===== src/rtl/com_pkg.sv =====
// Shared types for the command-bus transmitter.
// Opcodes, word counts, bus word type, FSM states.
package com_pkg;

  typedef enum logic [1:0] {
    OP_RSVD     = 2'd0,
    OP_FLIP     = 2'd1,
    OP_POLYLINE = 2'd2,
    OP_TRIANGLE = 2'd3
  } op_e;

  localparam int unsigned NW_FLIP = 1;
  localparam int unsigned NW_POLY = 6;
  localparam int unsigned NW_TRI  = 8;

  typedef logic [8:0] word_t;

  typedef enum logic [2:0] {
    S_IDLE,
    S_SYNC,
    S_SETUP,
    S_STROBE,
    S_HOLD
  } state_e;

  typedef struct packed {
    op_e        op;
    word_t      color;
    logic [7:0] x0;
    logic [7:0] y0;
    logic [7:0] x1;
    logic [7:0] y1;
    logic [7:0] x2;
    logic [7:0] y2;
  } cmd_t;

  function automatic logic [2:0] last_idx(
    input op_e op
  );
    case (op)
      OP_FLIP:     return 3'(NW_FLIP - 1);
      OP_POLYLINE: return 3'(NW_POLY - 1);
      OP_TRIANGLE: return 3'(NW_TRI - 1);
      default:     return 3'd0;
    endcase
  endfunction

  function automatic word_t word_at(
    input cmd_t       c,
    input logic [2:0] i
  );
    case (i)
      3'd0:    return {7'd0, c.op};
      3'd1:    return c.color;
      3'd2:    return {1'b0, c.x0};
      3'd3:    return {1'b0, c.y0};
      3'd4:    return {1'b0, c.x1};
      3'd5:    return {1'b0, c.y1};
      3'd6:    return {1'b0, c.x2};
      default: return {1'b0, c.y2};
    endcase
  endfunction

endpackage


===== src/rtl/com_tx_sync2.sv =====
// Two-flop synchronizer for the asynchronous frame input.
// Ports: iClk, iRst_ (async low), iD in, oQ synchronized out.
module sync2 (
  input  logic iClk,
  input  logic iRst_,
  input  logic iD,
  output logic oQ
);

  logic [1:0] ff_q;

  always_ff @(posedge iClk or negedge iRst_) begin
    if (!iRst_) ff_q <= '0;
    else        ff_q <= {ff_q[0], iD};
  end

  assign oQ = ff_q[1];

endmodule


===== src/rtl/com_tx.sv =====
// Serializes flip/polyline/triangle commands onto the D/Cmd/Go bus.
// In: iClk, iRst_, iGo, iOp, iColor, coords, iFrame. Out: oD, oCmd, oGo, oBusy, oDone, oErr.
module com_tx
  import com_pkg::*;
#(
  parameter int STROBE_LO  = 4,
  parameter int STROBE_HI  = 4,
  parameter bit WAIT_FRAME = 1'b0
) (
  input  logic       iClk,
  input  logic       iRst_,
  input  logic       iGo,
  input  logic [1:0] iOp,
  input  logic [8:0] iColor,
  input  logic [7:0] iX0,
  input  logic [7:0] iY0,
  input  logic [7:0] iX1,
  input  logic [7:0] iY1,
  input  logic [7:0] iX2,
  input  logic [7:0] iY2,
  input  logic       iFrame,
  output logic [8:0] oD,
  output logic       oCmd,
  output logic       oGo,
  output logic       oBusy,
  output logic       oDone,
  output logic       oErr
);

  localparam int MAXP =
    (STROBE_LO > STROBE_HI) ? STROBE_LO : STROBE_HI;
  localparam int PW = (MAXP > 1) ? $clog2(MAXP) : 1;
  localparam logic [PW-1:0] LO_END = PW'(STROBE_LO - 1);
  localparam logic [PW-1:0] HI_END = PW'(STROBE_HI - 1);

  state_e        state_q, state_d;
  logic [PW-1:0] phase_q, phase_d;
  logic [2:0]    widx_q, widx_d;
  cmd_t          cmd_q, cmd_d;
  word_t         d_q, d_d;
  logic          cmdw_q, cmdw_d;
  logic          go_q, go_d;
  logic          busy_q, busy_d;
  logic          done_q, done_d;
  logic          err_q, err_d;
  logic          frame_s, frame_prev_q;
  logic          frame_rise;
  logic          load;

  sync2 u_sync (
    .iClk  (iClk),
    .iRst_ (iRst_),
    .iD    (iFrame),
    .oQ    (frame_s)
  );

  assign frame_rise = frame_s & ~frame_prev_q;

  always_comb begin
    state_d = state_q;
    phase_d = phase_q;
    widx_d  = widx_q;
    cmd_d   = cmd_q;
    d_d     = d_q;
    cmdw_d  = cmdw_q;
    done_d  = 1'b0;
    err_d   = 1'b0;
    load    = 1'b0;
    unique case (state_q)
      S_IDLE: begin
        if (iGo) begin
          if (op_e'(iOp) == OP_RSVD) begin
            err_d = 1'b1;
          end else begin
            cmd_d.op    = op_e'(iOp);
            cmd_d.color = iColor;
            cmd_d.x0    = iX0;
            cmd_d.y0    = iY0;
            cmd_d.x1    = iX1;
            cmd_d.y1    = iY1;
            cmd_d.x2    = iX2;
            cmd_d.y2    = iY2;
            widx_d      = '0;
            phase_d     = '0;
            if (WAIT_FRAME && op_e'(iOp) == OP_FLIP) begin
              state_d = S_SYNC;
            end else begin
              state_d = S_SETUP;
              load    = 1'b1;
            end
          end
        end
      end
      S_SYNC: begin
        if (frame_rise) begin
          state_d = S_SETUP;
          phase_d = '0;
          load    = 1'b1;
        end
      end
      S_SETUP: begin
        if (phase_q == LO_END) begin
          state_d = S_STROBE;
          phase_d = '0;
        end else begin
          phase_d = phase_q + PW'(1);
        end
      end
      S_STROBE: begin
        if (phase_q == HI_END) begin
          state_d = S_HOLD;
          phase_d = '0;
        end else begin
          phase_d = phase_q + PW'(1);
        end
      end
      S_HOLD: begin
        if (widx_q == last_idx(cmd_q.op)) begin
          state_d = S_IDLE;
          done_d  = 1'b1;
        end else begin
          state_d = S_SETUP;
          widx_d  = widx_q + 3'd1;
          phase_d = '0;
          load    = 1'b1;
        end
      end
      default: state_d = S_IDLE;
    endcase
    // Bus data only moves when a word enters SETUP.
    if (load) begin
      d_d    = word_at(cmd_d, widx_d);
      cmdw_d = (widx_d == 3'd0);
    end
    go_d   = (state_d == S_STROBE);
    busy_d = (state_d != S_IDLE);
  end

  always_ff @(posedge iClk or negedge iRst_) begin
    if (!iRst_) begin
      state_q      <= S_IDLE;
      phase_q      <= '0;
      widx_q       <= '0;
      cmd_q        <= '0;
      d_q          <= '0;
      cmdw_q       <= 1'b0;
      go_q         <= 1'b0;
      busy_q       <= 1'b0;
      done_q       <= 1'b0;
      err_q        <= 1'b0;
      frame_prev_q <= 1'b0;
    end else begin
      state_q      <= state_d;
      phase_q      <= phase_d;
      widx_q       <= widx_d;
      cmd_q        <= cmd_d;
      d_q          <= d_d;
      cmdw_q       <= cmdw_d;
      go_q         <= go_d;
      busy_q       <= busy_d;
      done_q       <= done_d;
      err_q        <= err_d;
      frame_prev_q <= frame_s;
    end
  end

  assign oD    = d_q;
  assign oCmd  = cmdw_q;
  assign oGo   = go_q;
  assign oBusy = busy_q;
  assign oDone = done_q;
  assign oErr  = err_q;

endmodule


===== config.mk =====
export PLATFORM = sky130hd
export DESIGN_NAME = com_tx
export DESIGN_NICKNAME = d
export VERILOG_FILES = /design/src/rtl/com_pkg.sv /design/src/rtl/com_tx_sync2.sv /design/src/rtl/com_tx.sv
export SDC_FILE = /design/constraint.sdc
export NUM_CORES = 1
export LEC_CHECK = 0
export CAP_MARGIN = 20
export CORE_AREA = 2 2 78 117
export DETAILED_ROUTE_END_ITERATION = 10
export DIE_AREA = 0 0 80 119
export PLACE_DENSITY = 0.8
export SYNTH_ARGS = -nofsm -noshare
export SYNTH_HDL_FRONTEND = slang
export SYNTH_SLANG_ARGS = --single-unit

===== constraint.sdc =====
create_clock -name iClk -period 2.6 [get_ports iClk]
set_clock_uncertainty 0.1 [all_clocks]
set_input_delay 0.78 -clock iClk [delete_from_list [all_inputs] [get_ports iClk]]
set_output_delay 0.78 -clock iClk [all_outputs]
set_load 0.005 [all_outputs]

======== Yosys cells after proc, flatten, opt, wreduce, memory -nomap -nowiden ========
Cells that the tools add are included.
operators by class
  reductions and logical operators ........ 7
  bitwise logic cells ..................... 2
  eq/ne operators ......................... 19
  multiplexer cells ....................... 33
  add/subtract/negate cells ............... 2
operators by type and width
  kind                                                                    count
  59-bit two-way mux                                                      3
  9-bit case mux with 7 select lines                                      1
  3-bit two-way mux                                                       9
  3-bit by 2-bit equality test with 1-bit output (second input constant)  5
  3-bit case mux with 5 select lines                                      1
  3-bit equality test (second input constant)                             4
  2-bit two-way mux                                                       6
  3-bit case mux with 2 select lines                                      2
  1-bit two-way mux                                                       9
  2-bit inequality test (second input constant)                           4
  2-bit case mux with 4 select lines                                      1
  2-bit equality test (second input constant)                             3
  3-bit by 1-bit equality test with 1-bit output (second input constant)  2
  3-bit logical NOT                                                       2
  5-bit AND reduction                                                     1
  4-bit nonzero test                                                      1
  3-bit by 1-bit adder with 3-bit output (second input constant)          1
  3-bit equality test                                                     1
  1-bit case mux with 3 select lines                                      1
  3-bit nonzero test                                                      1
  2-bit by 1-bit adder with 2-bit output (second input constant)          1
  2-bit logical NOT                                                       1
  2-bit OR reduction                                                      1
  1-bit AND                                                               1
  1-bit inverter                                                          1
word-level totals
  bits of input ports ..................... 63
  register bits ........................... 84
  word-level logic and storage cells ...... 82
  output and inout bits ................... 14

======== Depth between registers and ports, before layout ========
  depth after elaboration ................. 8
  gate-level depth with buffers ........... 11
  gate-level depth less buffers ........... 8

======== By module ========
Synthesis repeated with hierarchy kept, for this count alone.
unflattened totals
  cells, all modules ...................... 324
  area, all modules ....................... 3870.0 um2
by module, submodules not included
  module  cells each  seq. area each (um2)  instances  area an instance (um2)
  com_tx  322         2052.0                1          3819.9
  sync2   2           50.0                  1          50.0

======== Worst setup path after synthesis ========
OpenSTA, ideal clock, no wires.
  kind .................................... input to register
  start point ............................. input port iGo
  end point ............................... register d_q[4] (netlist: oD[4])
  setup slack ............................. -300 ps
  cell stages on the path ................. 8
  data required time ...................... 2367 ps
  data arrival time ....................... 2667 ps
  library setup time ...................... 133 ps
  buffers on the path ..................... 1
  path through ............................ nor4b_1 o21a_1 buf_4 mux2_2 nor3_1 a21oi_1 a2111oi_2 nor3_1
RTL lines
  item                    line           text
  start: declaration      com_tx.sv:12   input logic iGo,
  end signal: assignment  com_tx.sv:145  d_q <= '0;
  end signal: assignment  com_tx.sv:157  d_q <= d_d;
  end: declaration        com_tx.sv:40   word_t d_q, d_d;

======== Final worst setup path ========
  start point ............................. input port iOp[0]
  end point ............................... register d_q[5] (netlist: oD[5])
on the way
  longest elaborated chain between the ends .. 6
  elaborated cells between the ends (all ways) .. 18
  those cells by class .................... 6 x eq/ne; 10 x mux; 2 x reduce/logical
RTL lines
  item                                         line           text
  start: declaration                           com_tx.sv:13   input logic [1:0] iOp,
  2-bit logical NOT (*)                        com_tx.sv:72   if (op_e'(iOp) == OP_RSVD) begin
  3-bit two-way mux                            com_tx.sv:72
  3-bit two-way mux                            com_tx.sv:71   if (iGo) begin
  3-bit case mux with 2 select lines           com_tx.sv:69   unique case (state_q)
  3-bit equality test (tied with other cells)  com_pkg.sv:52  case (i)
  9-bit case mux with 7 select lines           com_pkg.sv:52
Mark *: on every way between the ends. The rest lies on a longest branch, timed or not.
A chain may end at the register's enable or synchronous reset.

==> impl_metrics.py <==
metrics = {
    "status": {
        "status": "complete, but fails checks",
        "failed_checks": "negative setup slack",
    },
    "cts": {
        "cts_made_buffers": 9,
        "ctsHtreeMaxLevel": 3,
        "clockBufferDepth": 2,
        "clkTransAtPathRegs_ps": 60,
        "tritoncts": "built",
        "clk_latency_ps": 350,
        "cts_root_buffer": "clkbuf_16",
        "clkSinkCount": 84,
        "ctsHoldBuffers": 0,
    },
    "placement": {
        "dp_hpwl_um": 7220,
        "dpl-instance-area_sq_um": 5120,
        "port_buffers": 76,
        "gp_congestion": 0.855,
        "placedCellCount": 591,
        "dp_slack_ps": -776,
    },
    "logic_synthesis": {
        "synth_edf_count": 0,
        "syn_area_sq_um": 3880,
        "ys.flop_type": "dfrtp_1",
        "yosysWarningCount": 0,
        "syn_inst": 378,
        "syn_area_per_cell_sq_um": 10.3,
        "synth_nets": 443,
        "ys_seq_elements": 84,
        "ys_seq_area_share_pct": 54.2,
        "synthArstFlopShare_pct": 100,
        "synth_cell_type_count": 53,
    },
    "sta": {
        "slew_headroom_pct": 66.1,
        "fin_crit_ps": 2620,
        "finalMaxSlewViolations": 0,
        "tightest_slew_ps": 509,
        "hold_viol": 0,
        "final.period_utilization_pct": 101,
        "rsz0062_at_grt": "yes",
        "fin_ws_ps": -17.6,
        "setup_violations": 2,
        "fmax_mhz": 382,
    },
    "cells_and_area": {
        "diodes": 0,
        "fillers": 670,
        "multi_input_area_sq_um": 1770,
        "num-nets-final": 563,
        "regArea_sq_um": 2100,
        "fin_area_sq_um": 5650,
        "drive_gt1_share_pct": 27.0,
        "area_delta_synth_final_pct": 45.8,
        "stdcell_count": 613,
    },
    "floorplanning": {
        "start_util_pct": 45.0,
        "fp.dieH_um": 119,
        "die_area_sq_um": 9520,
        "ios": 77,
        "die_x_um": 80,
        "core-area_sq_um": 8620,
        "rows": 42,
    },
    "grt": {
        "grt_max_degree": 51,
        "track_usage_pct": 23.4,
        "grt_pass1_vias": 3484,
        "antenna_found_initial": 0,
        "grt_overflow": 0,
        "grt_pass1_wl_um": 16800,
    },
    "worst_setup_path": {
        "critical_path_class": "input pin to register",
        "critPathMaxStageDelay_ps": 490,
        "start_kind": "input pin",
        "cp_max_fo": 10,
        "slowest_stage": "or4_4",
        "startpoint": "iOp[0]",
        "cp_num_buf_inv": 4,
        "reg2reg_from": "state_q[2]$_DFF_PN0_",
        "crit_required_ps": 2720,
        "cp_data_arrival_time_ps": 2740,
        "path_delay_family": "compound AO/OA/AOI/OAI gates",
        "endpoint_kind": "register",
        "crit_chain": "buf_8 -> nor3_4 -> or4_4 -> a2111o_1 -> buf_4 -> buf_6 -> buf_16 -> o21ai_0 -> a21bo_2 -> a21oi_2 -> a211oi_2",
    },
    "run": {
        "drv_cap": 0,
    },
    "drt": {
        "dr.pass1.iters": 4,
        "ant_nets": 0,
        "drt-initial-drc-count": 215,
        "drc_errors": 0,
        "vias": 3228,
        "drt-total-wl_um": 10300,
        "via_per_inst": 5.27,
        "wl_per_cell_um": 16.8,
    },
    "pwr": {
        "power.density_cell_area_nw_per_um2": 1190,
        "ir_worst_vdd_mv": 0.668,
        "leakagePower_uw": 0.00258,
    },
    "hold_path": {
        "min-delay-path-class": "register to register",
        "min-delay-start": "u_sync.ff_q[0]$_DFF_PN0_",
    },
}
## logic make-up after synthesis
family,Yosys count,synth area share [%]
mux,40,11.2
simple gates,165,19.0
compound gates,57,10.7
fa+ha+maj,2,0.645
buf+inv,28,3.71
flops,84,54.2
xor+xnor,2,0.452
## report_power, final
part,switching (uW),leakage [uW],internal [uW]
Sequential,281,0.00104,1910
Clock,516,0.000155,837
Combinational,1550,0.00139,1640
Total,2340,0.00258,4380
## cells in the mapped netlist, drive strengths merged (3+ instances only)
master / number / area (sq um)
dfrtp: 84 / 2100
mux2: 28 / 315
nor3: 5 / 25.0
a21oi: 9 / 48.8
o2bb2ai: 3 / 26.3
nor3b: 7 / 52.6
and3: 3 / 18.8
nand2b: 5 / 31.3
a22o: 3 / 26.3
nand2: 107 / 402
o22ai: 5 / 31.3
nand3: 3 / 15.0
a211oi: 3 / 27.5
o31ai: 4 / 30.0
inv: 7 / 26.3
a21bo: 3 / 30.0
o21ai: 12 / 60.1
buf: 14 / 91.3
mux2i: 12 / 120
nor2b: 4 / 25.0
clkbuf: 7 / 26.3
nor2: 18 / 67.6
## cells in the final DEF (no fill, tap or decap), types with 3 or more instances in the layout
master and instances:
clkdlybuf4s50_1 72, nor2b_1 4, o31ai_1 3, clkbuf_16 9, nor3b_1 7, inv_1 6, nand2_1 106, mux2_2 28
nor2_1 15, o21ai_0 9, buf_12 6, nor3_1 3, clkinv_2 3, buf_4 43, and3_1 3, dfrtp_1 82
buf_6 5, o22ai_1 5, a22o_1 3, nand2b_1 4, nand3_1 3, o2bb2ai_1 3, a21oi_1 7, mux2i_1 12
## flip-flops by register name, indices dropped and copies added (netlist names)
| signal | count |
|---|---|
| cmd_q | 59 |
| frame_prev_q | 1 |
| oBusy | 1 |
| oCmd | 1 |
| oD | 9 |
| oDone | 1 |
| oErr | 1 |
| oGo | 1 |
| phase_q | 2 |
| state_q | 3 |
| u_sync.ff_q | 2 |
| widx_q | 3 |
## metal layers
layer	GRT usage, %	share of wire [%]	up-vias
met5	0	0	-
met4	10.3	2.5	0
met3	5.38	4.2	20
met2	41.8	57	80
met1	25.7	37	1602
li1	-	-	1526
## per-stage QoR
step | hold WS [ps] | total power [uW] | utilization [%] | TNS [ps]
finish | 258 | 6730 | 65.6 | -29.5
global route | 276 | 7120 | 65.6 | -521
CTS | 260 | 6590 | 64.6 | -9.92
detailed placement | 240 | 4980 | 59.4 | -11780
global placement | 238 | 4880 | 59.4 | -10010
floorplan | 231 | 3850 | - | -307
## final cells by class
class	count	share of cell area [%]
clock inverters	7	1.62
well taps	110	2.43
inverters	7	0.465
multi-input cells	266	31.4
repair buffers	130	22.9
flip-flops and latches	84	37.2
clock buffers	9	3.98
## final timing paths
| kind | end | slack, ps | cells past startpoint |
|---|---|---|---|
| max | oD[5]$_DFFE_PN0P_ | -20 | 11 |
| min | u_sync.ff_q[1]$_DFF_PN0_ | 260 | 0 |
| max reg2reg | oD[5]$_DFFE_PN0P_ | 0 | 11 |
| min reg2reg | u_sync.ff_q[1]$_DFF_PN0_ | 260 | 0 |
| max in group asynchronous | cmd_q[9]$_DFF_PN0_ | 1490 | 2 |
| min in group asynchronous | cmd_q[18]$_DFF_PN0_ | 290 | 1 |
## timing repair
action	4_1_cts	5_1_grt
pin swaps	9	5
cloned	2	0
endpoints found under the hold margin	0	0
setup buffers	2	2
setup endpoints to repair	12	9
gates resized for setup	32	13
Note: power is estimated with default switching activity, not from simulation.
